**src/rtl/lkt_config_pkg.sv**
```systemverilog
// Default geometry of the lookup table, shared by the writer, the lookup DUT and the environment.
package lkt_config_pkg;
  localparam int RESULT_WIDTH_DEF = 3;
  localparam int NUM_LOOKUPS_DEF  = 8;
  localparam int NUM_CHOICES_DEF  = 2;
endpackage

```
**src/rtl/lkt_pkg.sv**
```systemverilog
// Host command encoding and the index/select width derivation for the lookup table.
package lkt_pkg;
  typedef enum logic [1:0] {
    OP_WRITE     = 2'd0,
    OP_CLEAR_ALL = 2'd1,
    OP_READBACK  = 2'd2,
    OP_ILLEGAL   = 2'd3
  } cmd_op_e;

  // A single-row or single-choice table still needs a one-bit index.
  function automatic int calc_idx_w(input int num_lookups);
    return (num_lookups > 1) ? $clog2(num_lookups) : 1;
  endfunction

  function automatic int calc_sel_w(input int num_choices);
    return (num_choices > 1) ? $clog2(num_choices) : 1;
  endfunction
endpackage

```
**src/rtl/lkt_table_writer_if.sv**
```systemverilog
// Command/response handshake plus table write/read port of the table writer.
interface lkt_table_writer_if
  import lkt_pkg::*;
#(
  parameter int RESULT_WIDTH = lkt_config_pkg::RESULT_WIDTH_DEF,
  parameter int NUM_LOOKUPS  = lkt_config_pkg::NUM_LOOKUPS_DEF,
  parameter int NUM_CHOICES  = lkt_config_pkg::NUM_CHOICES_DEF
);
  localparam int IDX_W = calc_idx_w(NUM_LOOKUPS);
  localparam int SEL_W = calc_sel_w(NUM_CHOICES);

  logic                    cmd_valid;
  logic                    cmd_ready;
  logic [1:0]              cmd_op;
  logic [IDX_W-1:0]        cmd_idx;
  logic [SEL_W-1:0]        cmd_sel;
  logic [RESULT_WIDTH-1:0] cmd_data;
  logic                    tbl_we;
  logic [IDX_W-1:0]        tbl_waddr;
  logic [SEL_W-1:0]        tbl_wsel;
  logic [RESULT_WIDTH-1:0] tbl_wdata;
  logic                    tbl_re;
  logic [IDX_W-1:0]        tbl_raddr;
  logic [SEL_W-1:0]        tbl_rsel;
  logic [RESULT_WIDTH-1:0] tbl_rdata;
  logic                    rsp_valid;
  logic                    rsp_ready;
  logic [RESULT_WIDTH-1:0] rsp_data;
  logic                    rsp_err;
  logic                    busy;

  modport master (
    output cmd_valid, cmd_op, cmd_idx, cmd_sel, cmd_data, tbl_rdata, rsp_ready,
    input  cmd_ready, tbl_we, tbl_waddr, tbl_wsel, tbl_wdata, tbl_re, tbl_raddr,
           tbl_rsel, rsp_valid, rsp_data, rsp_err, busy
  );

  modport slave (
    input  cmd_valid, cmd_op, cmd_idx, cmd_sel, cmd_data, tbl_rdata, rsp_ready,
    output cmd_ready, tbl_we, tbl_waddr, tbl_wsel, tbl_wdata, tbl_re, tbl_raddr,
           tbl_rsel, rsp_valid, rsp_data, rsp_err, busy
  );
endinterface

```
**src/rtl/lkt_table_writer.sv**
```systemverilog
// Host-command FSM that writes, clears and reads back entries of the lookup table,
// one outstanding command at a time.
module lkt_table_writer
  import lkt_pkg::*;
#(
  parameter int RESULT_WIDTH = lkt_config_pkg::RESULT_WIDTH_DEF,
  parameter int NUM_LOOKUPS  = lkt_config_pkg::NUM_LOOKUPS_DEF,
  parameter int NUM_CHOICES  = lkt_config_pkg::NUM_CHOICES_DEF
) (
  input  logic              clk,
  input  logic              rst_n,
  lkt_table_writer_if.slave bus
);
  localparam int IDX_W = calc_idx_w(NUM_LOOKUPS);
  localparam int SEL_W = calc_sel_w(NUM_CHOICES);
  localparam logic [IDX_W-1:0] LAST_IDX = IDX_W'(NUM_LOOKUPS - 1);
  localparam logic [SEL_W-1:0] LAST_SEL = SEL_W'(NUM_CHOICES - 1);

  typedef enum logic [2:0] {IDLE, WRITE, CLEAR, RD_REQ, RD_WAIT, RSP} state_e;

  state_e                  state, state_nxt;
  cmd_op_e                 op;
  logic                    accept, cmd_legal, clr_last;
  logic [IDX_W-1:0]        idx_q, clr_idx;
  logic [SEL_W-1:0]        sel_q, clr_sel;
  logic [RESULT_WIDTH-1:0] data_q, rsp_data_q;
  logic                    rsp_err_q;

  assign op       = cmd_op_e'(bus.cmd_op);
  assign accept   = (state == IDLE) && bus.cmd_valid;
  assign clr_last = (clr_idx == LAST_IDX) && (clr_sel == LAST_SEL);

  // CLEAR_ALL touches every entry, so its row/choice fields are don't-care.
  always_comb begin
    cmd_legal = 1'b0;
    case (op)
      OP_CLEAR_ALL:          cmd_legal = 1'b1;
      OP_WRITE, OP_READBACK: cmd_legal = (int'(bus.cmd_idx) < NUM_LOOKUPS) &&
                                         (int'(bus.cmd_sel) < NUM_CHOICES);
      default:               cmd_legal = 1'b0;
    endcase
  end

  always_ff @(posedge clk or negedge rst_n) begin
    if (!rst_n) state <= IDLE;
    else        state <= state_nxt;
  end

  always_comb begin
    state_nxt     = state;
    bus.cmd_ready = 1'b0;
    bus.busy      = 1'b1;
    bus.tbl_we    = 1'b0;
    bus.tbl_waddr = '0;
    bus.tbl_wsel  = '0;
    bus.tbl_wdata = '0;
    bus.tbl_re    = 1'b0;
    bus.tbl_raddr = '0;
    bus.tbl_rsel  = '0;
    bus.rsp_valid = 1'b0;
    bus.rsp_data  = '0;
    bus.rsp_err   = 1'b0;
    case (state)
      IDLE: begin
        bus.cmd_ready = 1'b1;
        bus.busy      = 1'b0;
        if (accept) begin
          if (!cmd_legal)                state_nxt = RSP;
          else if (op == OP_WRITE)       state_nxt = WRITE;
          else if (op == OP_CLEAR_ALL)   state_nxt = CLEAR;
          else                           state_nxt = RD_REQ;
        end
      end
      WRITE: begin
        bus.tbl_we    = 1'b1;
        bus.tbl_waddr = idx_q;
        bus.tbl_wsel  = sel_q;
        bus.tbl_wdata = data_q;
        state_nxt     = RSP;
      end
      CLEAR: begin
        bus.tbl_we    = 1'b1;
        bus.tbl_waddr = clr_idx;
        bus.tbl_wsel  = clr_sel;
        if (clr_last) state_nxt = RSP;
      end
      RD_REQ: begin
        bus.tbl_re    = 1'b1;
        bus.tbl_raddr = idx_q;
        bus.tbl_rsel  = sel_q;
        state_nxt     = RD_WAIT;
      end
      RD_WAIT: state_nxt = RSP;
      RSP: begin
        bus.rsp_valid = 1'b1;
        bus.rsp_data  = rsp_data_q;
        bus.rsp_err   = rsp_err_q;
        if (bus.rsp_ready) state_nxt = IDLE;
      end
      default: state_nxt = IDLE;
    endcase
  end

  // Command capture, sweep counter and readback capture.
  always_ff @(posedge clk or negedge rst_n) begin
    if (!rst_n) begin
      idx_q      <= '0;
      sel_q      <= '0;
      data_q     <= '0;
      clr_idx    <= '0;
      clr_sel    <= '0;
      rsp_data_q <= '0;
      rsp_err_q  <= 1'b0;
    end else begin
      if (accept) begin
        idx_q      <= bus.cmd_idx;
        sel_q      <= bus.cmd_sel;
        data_q     <= bus.cmd_data;
        clr_idx    <= '0;
        clr_sel    <= '0;
        rsp_data_q <= '0;
        rsp_err_q  <= !cmd_legal;
      end
      // Sweep is row-major with the choice index fastest; it parks on the last entry.
      if (state == CLEAR && !clr_last) begin
        if (clr_sel == LAST_SEL) begin
          clr_sel <= '0;
          clr_idx <= clr_idx + 1'b1;
        end else begin
          clr_sel <= clr_sel + 1'b1;
        end
      end
      if (state == RD_WAIT) rsp_data_q <= bus.tbl_rdata;
    end
  end
endmodule

```
**src/flat_wrapper.sv**
```systemverilog
// flat-port wrapper written by rule: the top's interface ports become plain ports
module lkt_table_writer_flat import lkt_pkg::*;
#(
  parameter int RESULT_WIDTH = lkt_config_pkg::RESULT_WIDTH_DEF,
  parameter int NUM_LOOKUPS  = lkt_config_pkg::NUM_LOOKUPS_DEF,
  parameter int NUM_CHOICES  = lkt_config_pkg::NUM_CHOICES_DEF
)
  (clk, rst_n, bus_cmd_valid, bus_cmd_op, bus_cmd_idx, bus_cmd_sel, bus_cmd_data, bus_tbl_rdata, bus_rsp_ready, bus_cmd_ready, bus_tbl_we, bus_tbl_waddr, bus_tbl_wsel, bus_tbl_wdata, bus_tbl_re, bus_tbl_raddr, bus_tbl_rsel, bus_rsp_valid, bus_rsp_data, bus_rsp_err, bus_busy);
  lkt_table_writer_if #(.RESULT_WIDTH(RESULT_WIDTH), .NUM_LOOKUPS(NUM_LOOKUPS), .NUM_CHOICES(NUM_CHOICES)) bus_i ();
  input  logic clk;
  input  logic rst_n;
  input wire logic [$bits(bus_i.cmd_valid)-1:0] bus_cmd_valid;
  input wire logic [$bits(bus_i.cmd_op)-1:0] bus_cmd_op;
  input wire logic [$bits(bus_i.cmd_idx)-1:0] bus_cmd_idx;
  input wire logic [$bits(bus_i.cmd_sel)-1:0] bus_cmd_sel;
  input wire logic [$bits(bus_i.cmd_data)-1:0] bus_cmd_data;
  input wire logic [$bits(bus_i.tbl_rdata)-1:0] bus_tbl_rdata;
  input wire logic [$bits(bus_i.rsp_ready)-1:0] bus_rsp_ready;
  output wire logic [$bits(bus_i.cmd_ready)-1:0] bus_cmd_ready;
  output wire logic [$bits(bus_i.tbl_we)-1:0] bus_tbl_we;
  output wire logic [$bits(bus_i.tbl_waddr)-1:0] bus_tbl_waddr;
  output wire logic [$bits(bus_i.tbl_wsel)-1:0] bus_tbl_wsel;
  output wire logic [$bits(bus_i.tbl_wdata)-1:0] bus_tbl_wdata;
  output wire logic [$bits(bus_i.tbl_re)-1:0] bus_tbl_re;
  output wire logic [$bits(bus_i.tbl_raddr)-1:0] bus_tbl_raddr;
  output wire logic [$bits(bus_i.tbl_rsel)-1:0] bus_tbl_rsel;
  output wire logic [$bits(bus_i.rsp_valid)-1:0] bus_rsp_valid;
  output wire logic [$bits(bus_i.rsp_data)-1:0] bus_rsp_data;
  output wire logic [$bits(bus_i.rsp_err)-1:0] bus_rsp_err;
  output wire logic [$bits(bus_i.busy)-1:0] bus_busy;
  assign bus_i.cmd_valid = bus_cmd_valid;
  assign bus_i.cmd_op = bus_cmd_op;
  assign bus_i.cmd_idx = bus_cmd_idx;
  assign bus_i.cmd_sel = bus_cmd_sel;
  assign bus_i.cmd_data = bus_cmd_data;
  assign bus_i.tbl_rdata = bus_tbl_rdata;
  assign bus_i.rsp_ready = bus_rsp_ready;
  assign bus_cmd_ready = bus_i.cmd_ready;
  assign bus_tbl_we = bus_i.tbl_we;
  assign bus_tbl_waddr = bus_i.tbl_waddr;
  assign bus_tbl_wsel = bus_i.tbl_wsel;
  assign bus_tbl_wdata = bus_i.tbl_wdata;
  assign bus_tbl_re = bus_i.tbl_re;
  assign bus_tbl_raddr = bus_i.tbl_raddr;
  assign bus_tbl_rsel = bus_i.tbl_rsel;
  assign bus_rsp_valid = bus_i.rsp_valid;
  assign bus_rsp_data = bus_i.rsp_data;
  assign bus_rsp_err = bus_i.rsp_err;
  assign bus_busy = bus_i.busy;
  lkt_table_writer #(.RESULT_WIDTH(RESULT_WIDTH), .NUM_LOOKUPS(NUM_LOOKUPS), .NUM_CHOICES(NUM_CHOICES)) u_core (.clk(clk), .rst_n(rst_n), .bus(bus_i));
endmodule
```
**config.mk**
```make
export PLATFORM = sky130hd
export DESIGN_NAME = lkt_table_writer_flat
export DESIGN_NICKNAME = d
export VERILOG_FILES = /design/src/rtl/lkt_config_pkg.sv /design/src/rtl/lkt_pkg.sv /design/src/rtl/lkt_table_writer_if.sv /design/src/rtl/lkt_table_writer.sv /design/src/flat_wrapper.sv
export SDC_FILE = /design/constraint.sdc
export NUM_CORES = 1
export LEC_CHECK = 0
export CAP_MARGIN = 10
export CORE_MARGIN = 5
export CORE_UTILIZATION = 35
export DETAILED_ROUTE_END_ITERATION = 10
export PLACE_DENSITY = 0.69
export SLEW_MARGIN = 10
export SYNTH_ARGS = -nofsm -noshare
export SYNTH_HDL_FRONTEND = slang
export SYNTH_SLANG_ARGS = --single-unit
```
**constraint.sdc**
```tcl
create_clock -name clk -period 3.8 [get_ports clk]
set_input_delay 0.76 -clock clk [delete_from_list [all_inputs] [get_ports clk]]
set_output_delay 0.76 -clock clk [all_outputs]
set_load 0.01 [all_outputs]
```
# == Word-level counts from Yosys, hierarchy flattened ==
# Index checks and enable logic that the tools add are counted.
# op_classes
n_mux,28
n_eq_ne,11
n_reduce_logical,13
addsub,2
# ops
op,n
$mux 3,13
$pmux 3 s5,1
$mux 1,12
$eq 3x3->1 const B,3
$eq 3x2->1 const B,2
$pmux 3 s2,1
$ne 2x1->1 const B,2
$reduce_bool 2->1,2
$reduce_or 2->1,2
$add 3x1->3 const B,1
$eq 3x1->1 const B,1
$logic_and 1x1->1,3
$logic_not 3->1,1
$reduce_and 3->1,1
$reduce_or 3->1,1
$eq 2x1->1 const B,1
$eq 2x2->1 const B,1
$logic_not 1->1,2
$logic_not 2->1,1
$ne 2x2->1 const B,1
$pmux 1 s2,1
$add 1x1->1 const B,1
# word_totals
ff_bits,18
wordCells,62

# == Logic depth before layout (Yosys ltp) ==
# logic_depth
ltp_word,6
mapped_depth,6
depth_no_buf,5

# == Worst setup path after synthesis ==
# Ideal clock, no wire load.
# synth_path
path_kind,register -> output
startpoint,register u_core.state[1]
endpoint,output port bus_tbl_wdata[0]
arrival_ns,1.159
required_time_ns,3.040
slack_ns,1.881
n_path_buf,1
stages_incl_launch_ff,4
cell_sequence,dfrtp_1 clkbuf_1 or2b_1 nor3b_1
# synth_via
elab_chain_len,2
# synth_lines
item,line,source
start: declaration,lkt_table_writer.sv:21,"state_e state, state_nxt;"
start signal: assignment,lkt_table_writer.sv:46,else state <= state_nxt;
$eq 3x1->1,lkt_table_writer.sv:63,case (state)
$mux 3,lkt_table_writer.sv:63,
end: declaration,flat_wrapper.sv:23,output wire logic [$bits(bus_i.tbl_wdata)-1:0] bus_tbl_wdata;
# Every way passes these cells.

# == Worst setup path in the final report ==
# layout_path
startpoint,register u_core.state[0]
endpoint,output port bus_tbl_waddr[2]
# layout_via
elab_chain_len,2
elab_cells_between_ends,3
cone_classes,eq/ne (2); mux (1)
# layout_lines
item,line,source
$eq 3x2->1 / $eq 3x1->1 (equally long branches),lkt_table_writer.sv:63,
$pmux 3 s2 (*),lkt_table_writer.sv:63,
end: declaration,flat_wrapper.sv:21,output wire logic [$bits(bus_i.tbl_waddr)-1:0] bus_tbl_waddr;
# Every way passes the cells marked *; elsewhere a longest branch is shown, timed or not.

==> flow_metrics.tcl <==
set metrics [dict create \
    cts_num_sinks 18 \
    arrival_ns 2.13 \
    cts.clk_slew.worst_paths_ns 0.10 \
    syn-cell-area_um2 1020 \
    power_uw 857 \
    avgSynthCellArea_um2 10.7 \
    cts_tree "done" \
    rsz0062_at_grt "no" \
    swShare_pct 35.0 \
    max_stage_delay_ns 0.56 \
    insertedDiodeCount 0 \
    area_growth_pct 35.0 \
    fin_worst_skew_ns 0.00638 \
    pre_cts_ws_ns 1.21 \
    synth_warnings 0 \
    synth_nets 116 \
    p_comb_share_pct 47.3 \
    pin_count 36 \
    timing.final.crit_period_ns 2.89 \
    dieArea_um2 4110 \
    cts_setup_buffers 0 \
    routed_via_density 5.07 \
    cts_max_path_buffers 2 \
    report.final.slew_viol_count 0 \
    p_switching_uw 300 \
    hold_viol 0 \
    die_y_um 64.1 \
    power_frac_seq_pct 42.1 \
    fin_setup_tns_ns 0 \
    cp-start-kind "flop" \
    place.gp.congestion 0.805 \
    ys_ff_latch 18 \
    cts_buffers 3 \
    via_count 801 \
    intPower_uw 557 \
    grt_max_degree 21 \
    grt_pass1_wl_um 3860 \
    setup_ws_ns 0.912 \
    insertion_delay_ns 0.28 \
    htreeDepth 1 \
    ctsHoldBuffers 0 \
    crit_type "reg2out" \
    post_drt_wl_per_cell_um 14.7 \
    core-area_um2 2780 \
    crit_family "simple AND/OR/NAND/NOR gates" \
    overflow 0 \
    tightestPinTransition_ns 0.816 \
    outcome "complete, no violations" \
    start_util_pct 36.8 \
    crit_required_ns 3.04 \
    drive_gt1_share_pct 9.45 \
    p_clk_share_pct 10.6 \
    synth-seq-area-share_pct 44.0 \
    power_density_nw_per_um2 619 \
    fmax_mhz 346 \
    io_buffer_count 35 \
    cts_root_buffer "clkbuf_4" \
    grt_pass1_vias 877 \
    num-nets-final 149 \
    crit_buf_inv 1 \
    maxCapViolCount 0 \
    syn_inst 96 \
    fin_crit_sh_pct 76.0 \
    rows 19 \
    slew_headroom_pct 45.4 \
    drt_wl_total_um 2330 \
    setup_viol 0 \
    crit_slowest_cell "clkdlybuf4s50_1" \
    min_path_type "reg2reg" \
    leakage_uw 0.000641 \
    drtAntennaViolNets 0 \
    crit_chain "nor2b_1 -> a22oi_1 -> nor2_1 -> clkdlybuf4s50_1" \
    fp.dieW_um 64.1 \
    ir_drop_mv 0.373 \
    drc_errors 0 \
    ys_types 29 \
    dp_hpwl_um 1770 \
    hold_slack_ns 0.508 \
    antenna_found_initial 0 \
    cts_resized 0 \
    first_pass_iters 4 \
    critPathMaxFanout 10 \
    drt_iter0_drc 17 \
    track_usage_pct 11.8 \
    end_kind "output port" \
]
Yosys cell counts (all sizes together):
cell	number	area share [%]
a21boi	1	0.73
a21oi	4	2.0
a22o	3	2.6
a22oi	4	2.9
a311oi	1	0.85
and2	6	3.7
and2b	1	0.73
and3	4	2.4
and3b	1	0.85
buf	3	3.7
clkbuf	4	1.5
dfrtp	18	44
ha	4	4.9
inv	6	2.2
mux2	8	11
mux2i	3	2.9
nand2	5	1.8
nand3	1	0.49
nand4b	1	0.85
nor2	6	2.2
nor2b	2	1.2
nor3	2	0.98
nor3b	3	2.2
o21a	1	0.73
o21ai	2	0.98
or2b	1	0.73
or4b	1	1.3
cell families after synthesis:
logic type | after synthesis | synth area share, %
flip-flops | 18 | 44.0
AO/OA/AOI/OAI | 16 | 10.7
adder cells (fa/ha/maj) | 4 | 4.88
AND/OR/NAND/NOR | 34 | 19.5
multiplexers | 11 | 13.6
buffers and inverters | 13 | 7.32
state kept, by name, indices dropped and copies added, names as in the netlist:
| name | count |
|---|---|
| u_core.clr_idx | 3 |
| u_core.data_q | 3 |
| u_core.idx_q | 3 |
| u_core.rsp_data_q | 3 |
| u_core.state | 3 |
| u_core.clr_sel | 1 |
| u_core.rsp_err_q | 1 |
| u_core.sel_q | 1 |
through the flow:
stage,utilization (%),instances,area [µm²]
final,49.8,158,1380
after global routing,49.8,158,1380
after CTS,49.8,158,1380
after detailed placement,48.9,155,1360
after global placement,48.9,155,1360
after floorplan,-,96,1020
layer usage:
metal	up-vias	share of wire (%)	GRT usage, %
li1	401	-	-
met4	0	1.3	5.09
met3	4	4.9	2.45
met1	376	47	14.7
met5	-	0	0
met2	20	47	19.6
worst paths after layout:
path	start	end	slack, ns	cells after the start
max reg2reg	u_core.state[2]	u_core.data_q[2]	1.99	2
min	u_core.rsp_data_q[1]	u_core.rsp_data_q[1]	0.51	1
min in group asynchronous	rst_n	u_core.rsp_data_q[1]	0.94	1
max	u_core.state[0]	bus_tbl_waddr[2]	0.91	4
min reg2reg	u_core.rsp_data_q[1]	u_core.rsp_data_q[1]	0.51	1
max in group asynchronous	rst_n	u_core.state[0]	2.36	1
layout by cell type (no fill, tap or decap), drive strengths merged:
cell            n
clkdlybuf4s50  35
dfrtp          18
mux2            8
inv             6
nor2            6
and2            6
nand2           5
a21oi           4
a22oi           4
and3            4
ha              4
nor3b           3
mux2i           3
a22o            3
clkbuf          3
nor2b           2
nor3            2
o21ai           2
and2b           1
or2b            1
and3b           1
or4b            1
nand4b          1
nand3           1
a21boi          1
a311oi          1
o21a            1
area by class of cell:
type	instances	area, µm²
Fill cell	259	1400
Sequential cell	18	450
Inverter	6	22.5
Clock buffer	3	22.5
Tap cell	31	38.8
Timing Repair Buffer	35	350
Multi-Input combinational cell	65	499
power groups by stage:
stage	Combinational [µW]	Clock, µW	Sequential [µW]
after floorplan	292	0	317
after global placement	402	0	360
after detailed placement	410	0	365
after CTS	413	93.8	360
after global routing	449	101	378
final	405	91.0	361
Note: power is estimated with default switching activity, not from simulation.
